File: src/rtl/mem_wb_stage.sv
// -----------------------------------------------------------------------------
// mem_wb_stage
//
// Pipeline register between the MEM and WB stages of an RV32I core. It picks
// the writeback value (ALU result, formatted load, or PC+4), registers it
// together with the destination index and write enable, and counts retired
// instructions.
//
// Ports
//   clk             rising-edge clock
//   reset           synchronous, active-high reset
//   mem_valid       MEM stage holds a valid instruction
//   mem_rd          destination register index
//   mem_reg_write   instruction writes rd
//   mem_wb_sel      writeback source: 00 ALU, 01 load, 10 PC+4, 11 reserved (0)
//   mem_alu_result  ALU result; byte address for loads
//   mem_pc_plus4    PC+4 of the instruction
//   mem_load_data   raw aligned word from data memory
//   mem_funct3      load size/sign code
//   stall           hold all WB registers and instret
//   flush           squash the instruction entering WB
//   wb_rd           register-file write index
//   wb_write_data   register-file write data
//   wb_wr_en        register-file write enable
//   wb_valid        WB holds a valid instruction
//   instret         retired-instruction counter
// -----------------------------------------------------------------------------

package mem_wb_pkg;
    parameter int XLEN           = 32;
    parameter int REG_ADDR_WIDTH = 5;
endpackage

module mem_wb_stage
    import mem_wb_pkg::*;
(
    input  logic                      clk,
    input  logic                      reset,
    input  logic                      mem_valid,
    input  logic [REG_ADDR_WIDTH-1:0] mem_rd,
    input  logic                      mem_reg_write,
    input  logic [1:0]                mem_wb_sel,
    input  logic [XLEN-1:0]           mem_alu_result,
    input  logic [XLEN-1:0]           mem_pc_plus4,
    input  logic [XLEN-1:0]           mem_load_data,
    input  logic [2:0]                mem_funct3,
    input  logic                      stall,
    input  logic                      flush,
    output logic [REG_ADDR_WIDTH-1:0] wb_rd,
    output logic [XLEN-1:0]           wb_write_data,
    output logic                      wb_wr_en,
    output logic                      wb_valid,
    output logic [63:0]               instret
);

    // -------------------------------------------------------------------------
    // Load formatting
    // -------------------------------------------------------------------------
    logic [7:0]      lane_byte [4];
    logic [1:0]      load_offset;
    logic [7:0]      sel_byte;
    logic [15:0]     sel_half;
    logic [XLEN-1:0] load_formatted;

    assign load_offset = mem_alu_result[1:0];

    genvar gi;
    generate
        for (gi = 0; gi < 4; gi++) begin : g_lane
            assign lane_byte[gi] = mem_load_data[8*gi +: 8];
        end
    endgenerate

    // Halfword select uses only offset[1]; an odd halfword address is
    // silently rounded down rather than trapping.
    assign sel_byte = lane_byte[load_offset];
    assign sel_half = load_offset[1] ? mem_load_data[31:16] : mem_load_data[15:0];

    always_comb begin
        load_formatted = mem_load_data;
        case (mem_funct3)
            3'b000:  load_formatted = {{24{sel_byte[7]}}, sel_byte};
            3'b100:  load_formatted = {24'h0, sel_byte};
            3'b001:  load_formatted = {{16{sel_half[15]}}, sel_half};
            3'b101:  load_formatted = {16'h0, sel_half};
            default: load_formatted = mem_load_data;
        endcase
    end

    // -------------------------------------------------------------------------
    // Writeback value select
    // -------------------------------------------------------------------------
    logic [XLEN-1:0] capture_data;

    always_comb begin
        capture_data = '0;
        case (mem_wb_sel)
            2'b00:   capture_data = mem_alu_result;
            2'b01:   capture_data = load_formatted;
            2'b10:   capture_data = mem_pc_plus4;
            default: capture_data = '0;
        endcase
    end

    // -------------------------------------------------------------------------
    // Next-state logic: reset > flush > stall > capture
    // -------------------------------------------------------------------------
    logic                      wb_valid_reg, wb_valid_next;
    logic                      wb_wr_en_reg, wb_wr_en_next;
    logic [REG_ADDR_WIDTH-1:0] wb_rd_reg, wb_rd_next;
    logic [XLEN-1:0]           wb_data_reg, wb_data_next;
    logic [63:0]               instret_reg, instret_next;

    always_comb begin
        wb_valid_next = wb_valid_reg;
        wb_wr_en_next = wb_wr_en_reg;
        wb_rd_next    = wb_rd_reg;
        wb_data_next  = wb_data_reg;
        instret_next  = instret_reg;
        if (flush) begin
            // rd/data keep their old contents; they are meaningless once
            // valid and write enable are cleared.
            wb_valid_next = 1'b0;
            wb_wr_en_next = 1'b0;
        end else if (!stall) begin
            wb_valid_next = mem_valid;
            wb_wr_en_next = mem_valid & mem_reg_write & (mem_rd != '0);
            wb_rd_next    = mem_rd;
            wb_data_next  = capture_data;
            if (mem_valid) begin
                instret_next = instret_reg + 64'd1;
            end
        end
    end

    always_ff @(posedge clk) begin
        if (reset) begin
            wb_valid_reg <= 1'b0;
            wb_wr_en_reg <= 1'b0;
            wb_rd_reg    <= '0;
            wb_data_reg  <= '0;
            instret_reg  <= 64'd0;
        end else begin
            wb_valid_reg <= wb_valid_next;
            wb_wr_en_reg <= wb_wr_en_next;
            wb_rd_reg    <= wb_rd_next;
            wb_data_reg  <= wb_data_next;
            instret_reg  <= instret_next;
        end
    end

    assign wb_valid      = wb_valid_reg;
    assign wb_wr_en      = wb_wr_en_reg;
    assign wb_rd         = wb_rd_reg;
    assign wb_write_data = wb_data_reg;
    assign instret       = instret_reg;

endmodule

File: config.mk
export PLATFORM = sky130hd
export DESIGN_NAME = mem_wb_stage
export DESIGN_NICKNAME = d
export VERILOG_FILES = /design/src/rtl/mem_wb_stage.sv
export SDC_FILE = /design/constraint.sdc
export NUM_CORES = 1
export LEC_CHECK = 0
export ABC_AREA = 1
export BUFFER_PORTS_ARGS = -buffer_cell sky130_fd_sc_hd__buf_2
export CORE_MARGIN = 2
export CORE_UTILIZATION = 45
export CTS_BUF_LIST = sky130_fd_sc_hd__clkbuf_4 sky130_fd_sc_hd__clkbuf_8
export DETAILED_ROUTE_END_ITERATION = 12
export PLACE_DENSITY = 0.72
export SYNTH_ARGS = -nofsm -noshare
export SYNTH_HDL_FRONTEND = slang
export SYNTH_SLANG_ARGS = --single-unit
File: constraint.sdc
create_clock -name clk -period 2.4 [get_ports clk]
set_clock_uncertainty 0.05 [all_clocks]
set_input_delay 0.36 -clock clk [delete_from_list [all_inputs] [get_ports clk]]
set_output_delay 0.36 -clock clk [all_outputs]
set_load 0.01 [all_outputs]
# After elaboration in Yosys (flattened, before gate mapping)
# Index checks and enable logic that the tools add are counted.
[totals]
ff_bits = 103
in_bits = 112
out_inout_bits = 103
word_cells = 29
[op_classes]
n_addsub = 1
n_lt_le_gt_ge = 1
eq_ne = 5
mux = 6
bitwise = 5
n_reduce_logical = 6
[op_table]
columns = ["operator", "count"]
rows = [
  ["32-bit one-hot mux with 4 select lines", 1],
  ["32-bit one-hot mux with 3 select lines", 1],
  ["64-bit by 1-bit adder with 64-bit output (second input constant)", 1],
  ["8-bit binary-select mux with 2-bit select", 1],
  ["16-bit two-way mux", 1],
  ["8-bit two-way mux", 2],
  ["3-bit == test (second input constant)", 2],
  ["5-bit nonzero test", 1],
  ["3-bit by 1-bit == test with 1-bit output (second input constant)", 1],
  ["3-bit greater-or-equal comparator (second input constant)", 1],
  ["3-bit zero test", 1],
  ["2-bit inverter with 3-bit output", 1],
  ["3-bit AND reduction", 1],
  ["1-bit AND", 2],
  ["2-bit by 1-bit == test with 1-bit output (second input constant)", 1],
  ["2-bit == test (second input constant)", 1],
  ["2-bit zero test", 1],
  ["1-bit inverter", 2],
  ["2-bit AND reduction", 1],
  ["2-bit OR reduction", 1],
]

# Depth between registers and ports, before layout
[depth]
word_depth = 6
ltp_mapped = 11
depth_no_buf = 11

# Worst setup path after synthesis
# Ideal clock, no wire load.
[synth_timing]
kind = "reg2reg"
from = "register instret_reg[1] (netlist: instret[1])"
to = "register instret_reg[52] (netlist: instret[52])"
setup_ps = 115
arrival_time_ps = 1564
required_ps = 2235
slack_ps = 671
path_stages_with_launch = 11
path_buffers = 0
synth_period_minus_slack_ps = 1729
path_cell_list = "dfxtp_1 ha_1 inv_1 nor2_2 nand3_2 nor2_2 nand3_2 nor2_4 nand3_1 nand2_1 nor2_1"
[synth_via]
elab_chain_len = 1
[synth_rtl]
columns = ["item", "line", "source"]
rows = [
  ["from (decl)", "112", "logic [63:0] instret_reg, instret_next;"],
  ["from (signal assigned)", "148", "instret_reg <= instret_next;"],
  ["64-bit by 1-bit adder with 64-bit output", "131", "instret_next = instret_reg + 64'd1;"],
]
# No other way between the ends.
# A chain may end at the register's enable or synchronous reset.

# Worst setup path in the final report
[layout_timing]
from = "register instret_reg[0] (netlist: instret[0])"
to = "register instret_reg[60] (netlist: instret[60])"
# Same word-level chain as after synthesis.

==> results.py <==
metrics = {
    "synthesis": {
        "yosysMostFrequentCell": "nand2_1",
        "synth_top_family_by_area": "simple AND/OR/NAND/NOR gates",
        "yosys.area.top_type_share": 0.320,
        "synthAdderAreaFrac": 0.00194,
        "synth_xor_area_frac": 0.00543,
        "synth_seq_area_share": 0.320,
        "ys_top_cells_by_area": "dfxtp_1 (32%), nand2_1 (18%), nor2_1 (8.9%)",
        "muxShareOfSynthArea": 0,
        "yosys_register_bits": 103,
        "synthTopCellsByCount": "nand2_1 (303), nor2_1 (153), inv_1 (130)",
        "synth_area_um2": 6450,
        "synth_cell_types": 41,
        "synthSimpleGateAreaFrac": 0.391,
        "syn_area_per_cell_um2": 6.08,
        "synth_ff_type": "dfxtp_1",
        "synthCells": 1060,
        "synth.net_count": 1173,
        "yosys_warnings": 0,
        "synth_top_cell_by_area": "dfxtp_1",
        "synth_edf_count": 0,
        "async_reset_ff_frac": 0,
        "synth_compound_area_frac": 0.182,
    },
    "sta": {
        "finalSetupViolations": 0,
        "setup_tns_ps": 0,
        "max_freq_ghz": 0.505,
        "period_share": 0.824,
        "rsz0062_at_grt": "false",
        "finalMaxSlewViolations": 0,
        "finalCriticalPeriod_ps": 1980,
        "slew_headroom": 0.575,
        "tightest_slew_ps": 637,
        "hold_violations": 0,
    },
    "critical_path": {
        "reg2regPathDepth": 10,
        "cp.arrival_ps": 2220,
        "ff2ff_setup_slack_ps": 420,
        "worstPathRequired_ps": 2640,
        "timing.rr.start": "instret[0]",
        "r2r_end": "instret[60]",
        "cp-startpoint": "instret[0]",
        "cp-start-kind": "flop",
        "cp-end-kind": "flop",
        "crit_type": "reg2reg",
        "worst-path-max-fanout": 5,
    },
    "floorplan": {
        "coreArea_um2": 13900,
        "die_w_um": 124,
        "initial_utilization": 0.463,
        "dieArea_um2": 15300,
        "ios": 215,
        "rows": 43,
        "die_y_um": 124,
    },
    "routing": {
        "ant_nets": 0,
        "vias_per_cell": 5.14,
        "wl_per_cell_um": 14.7,
        "drtIter0Drc": 527,
        "drt_pass1_iterations": 5,
        "wl_mm": 21.3,
        "drc": 0,
        "dr_total_vias": 7452,
    },
    "placement": {
        "portBuffers": 214,
        "place_congestion": 0.973,
        "place_hpwl_mm": 16.6,
    },
    "global_route": {
        "grt_pass1_wl_mm": 33.8,
        "gr-total-overflow": 0,
        "antenna_found_initial": 0,
        "grt_usage": 0.283,
        "grt_pass1_vias": 6866,
        "grt_start_max_net_pins": 49,
    },
    "pwr": {
        "cellPowerDensity_nw_per_um2": 442,
        "ir_drop_mv": 0.300,
        "p_leak_nw": 3.65,
        "power.total_mw": 3.52,
    },
    "cells_and_area": {
        "multiInputGateArea_um2": 3740,
        "largest_reg_flops": 64,
        "insertedDiodeCount": 0,
        "n_fill_cell": 1440,
        "area_growth_pct": 23.3,
        "nNetsFinal": 1379,
        "regArea_um2": 2060,
        "drive_gt1_frac": 0.223,
    },
    "cts": {
        "postCtsSetupBuffers": 0,
        "hold_buffers": 0,
        "insertion_delay_ps": 380,
        "cts_tree": "built",
        "cts_sinks": 103,
        "htree_levels": 3,
        "clk_pin_slew_worst_paths_ps": 100,
        "cts_inserted_buffers": 9,
        "cts_resized": 0,
        "cts-root-buf": "clkbuf_8",
        "clk_path_buf_depth": 2,
    },
    "job": {
        "drv_cap": 0,
    },
    "worst_hold_path": {
        "worstHoldEndpoint": "wb_rd[3]",
        "hold_start": "mem_rd[3]",
        "whs_path_depth": 3,
        "hp-class": "in2reg",
    },
    "status": {
        "status": "finished clean",
    },
}
-- final cells by class --
cell class | count | share of cell area
repair buffers | 229 | 0.150
clock inverters | 5 | 0.0102
inverters | 135 | 0.0639
clock buffers | 11 | 0.0175
multi-input cells | 788 | 0.471
well taps | 180 | 0.0283
flip-flops and latches | 103 | 0.259
-- placed cells by master, fill, tap and decap left out, types with 14 or more instances in the layout --
cell type	instances
nand2_1	303
buf_2	214
nor2_1	152
inv_1	130
dfxtp_1	103
a21oi_1	98
o21ai_0	59
nand3_1	42
a22o_1	27
nor3_1	23
nand4_1	19
buf_4	14
-- per-stage QoR --
stage,util,hold slack (ps),instances,setup slack (ps),cell area (um^2)
floorplan,-,428,1060,671,6450
global placement,0.555,399,1435,439,7730
detailed placement,0.555,402,1435,395,7730
CTS,0.571,156,1451,420,7960
global route,0.571,179,1451,174,7960
finish,0.571,177,1451,422,7960
-- cell families after synthesis --
logic type	count (synthesis)
AOI/OAI and AO/OA	205
xor gates and xnor gates	4
adders and majority gates	1
buffers and inverters	169
DFF	103
and+or+nand+nor	578
-- worst max-delay path: stages, from the launching register on --
cell and delay, ps:
dfxtp_1 400, ha_1 180, inv_1 50, nor2_2 240
nand3_2 190, nor2_2 180, nand3_2 200, nor2_4 180
nand3_1 90, nand2_1 60, nor2_1 50
-- worst max-delay path by stage --
stage / endpoint
2_1_floorplan: instret[52]
3_3_place_gp: wb_write_data[30]
6_report: instret[60]
3_5_place_dp: wb_write_data[20]
5_1_grt: instret[53]
4_1_cts: instret[60]
-- power breakdown --
| group | switching (mW) | internal (mW) |
|---|---|---|
| logic | 0.311 | 0.206 |
| clock network | 0.629 | 0.614 |
| registers | 0.0174 | 1.74 |
-- per-layer routing --
| metal | GRT usage | vias up | routed length [um] |
|---|---|---|---|
| met1 | 0.372 | 3324 | 9330 |
| met3 | 0.0522 | 45 | 1480 |
| met5 | 0 | - | 0 |
| met2 | 0.463 | 269 | 9890 |
| li1 | - | 3814 | - |
| met4 | 0.103 | 0 | 578 |
(Power assumes the default switching activity.)
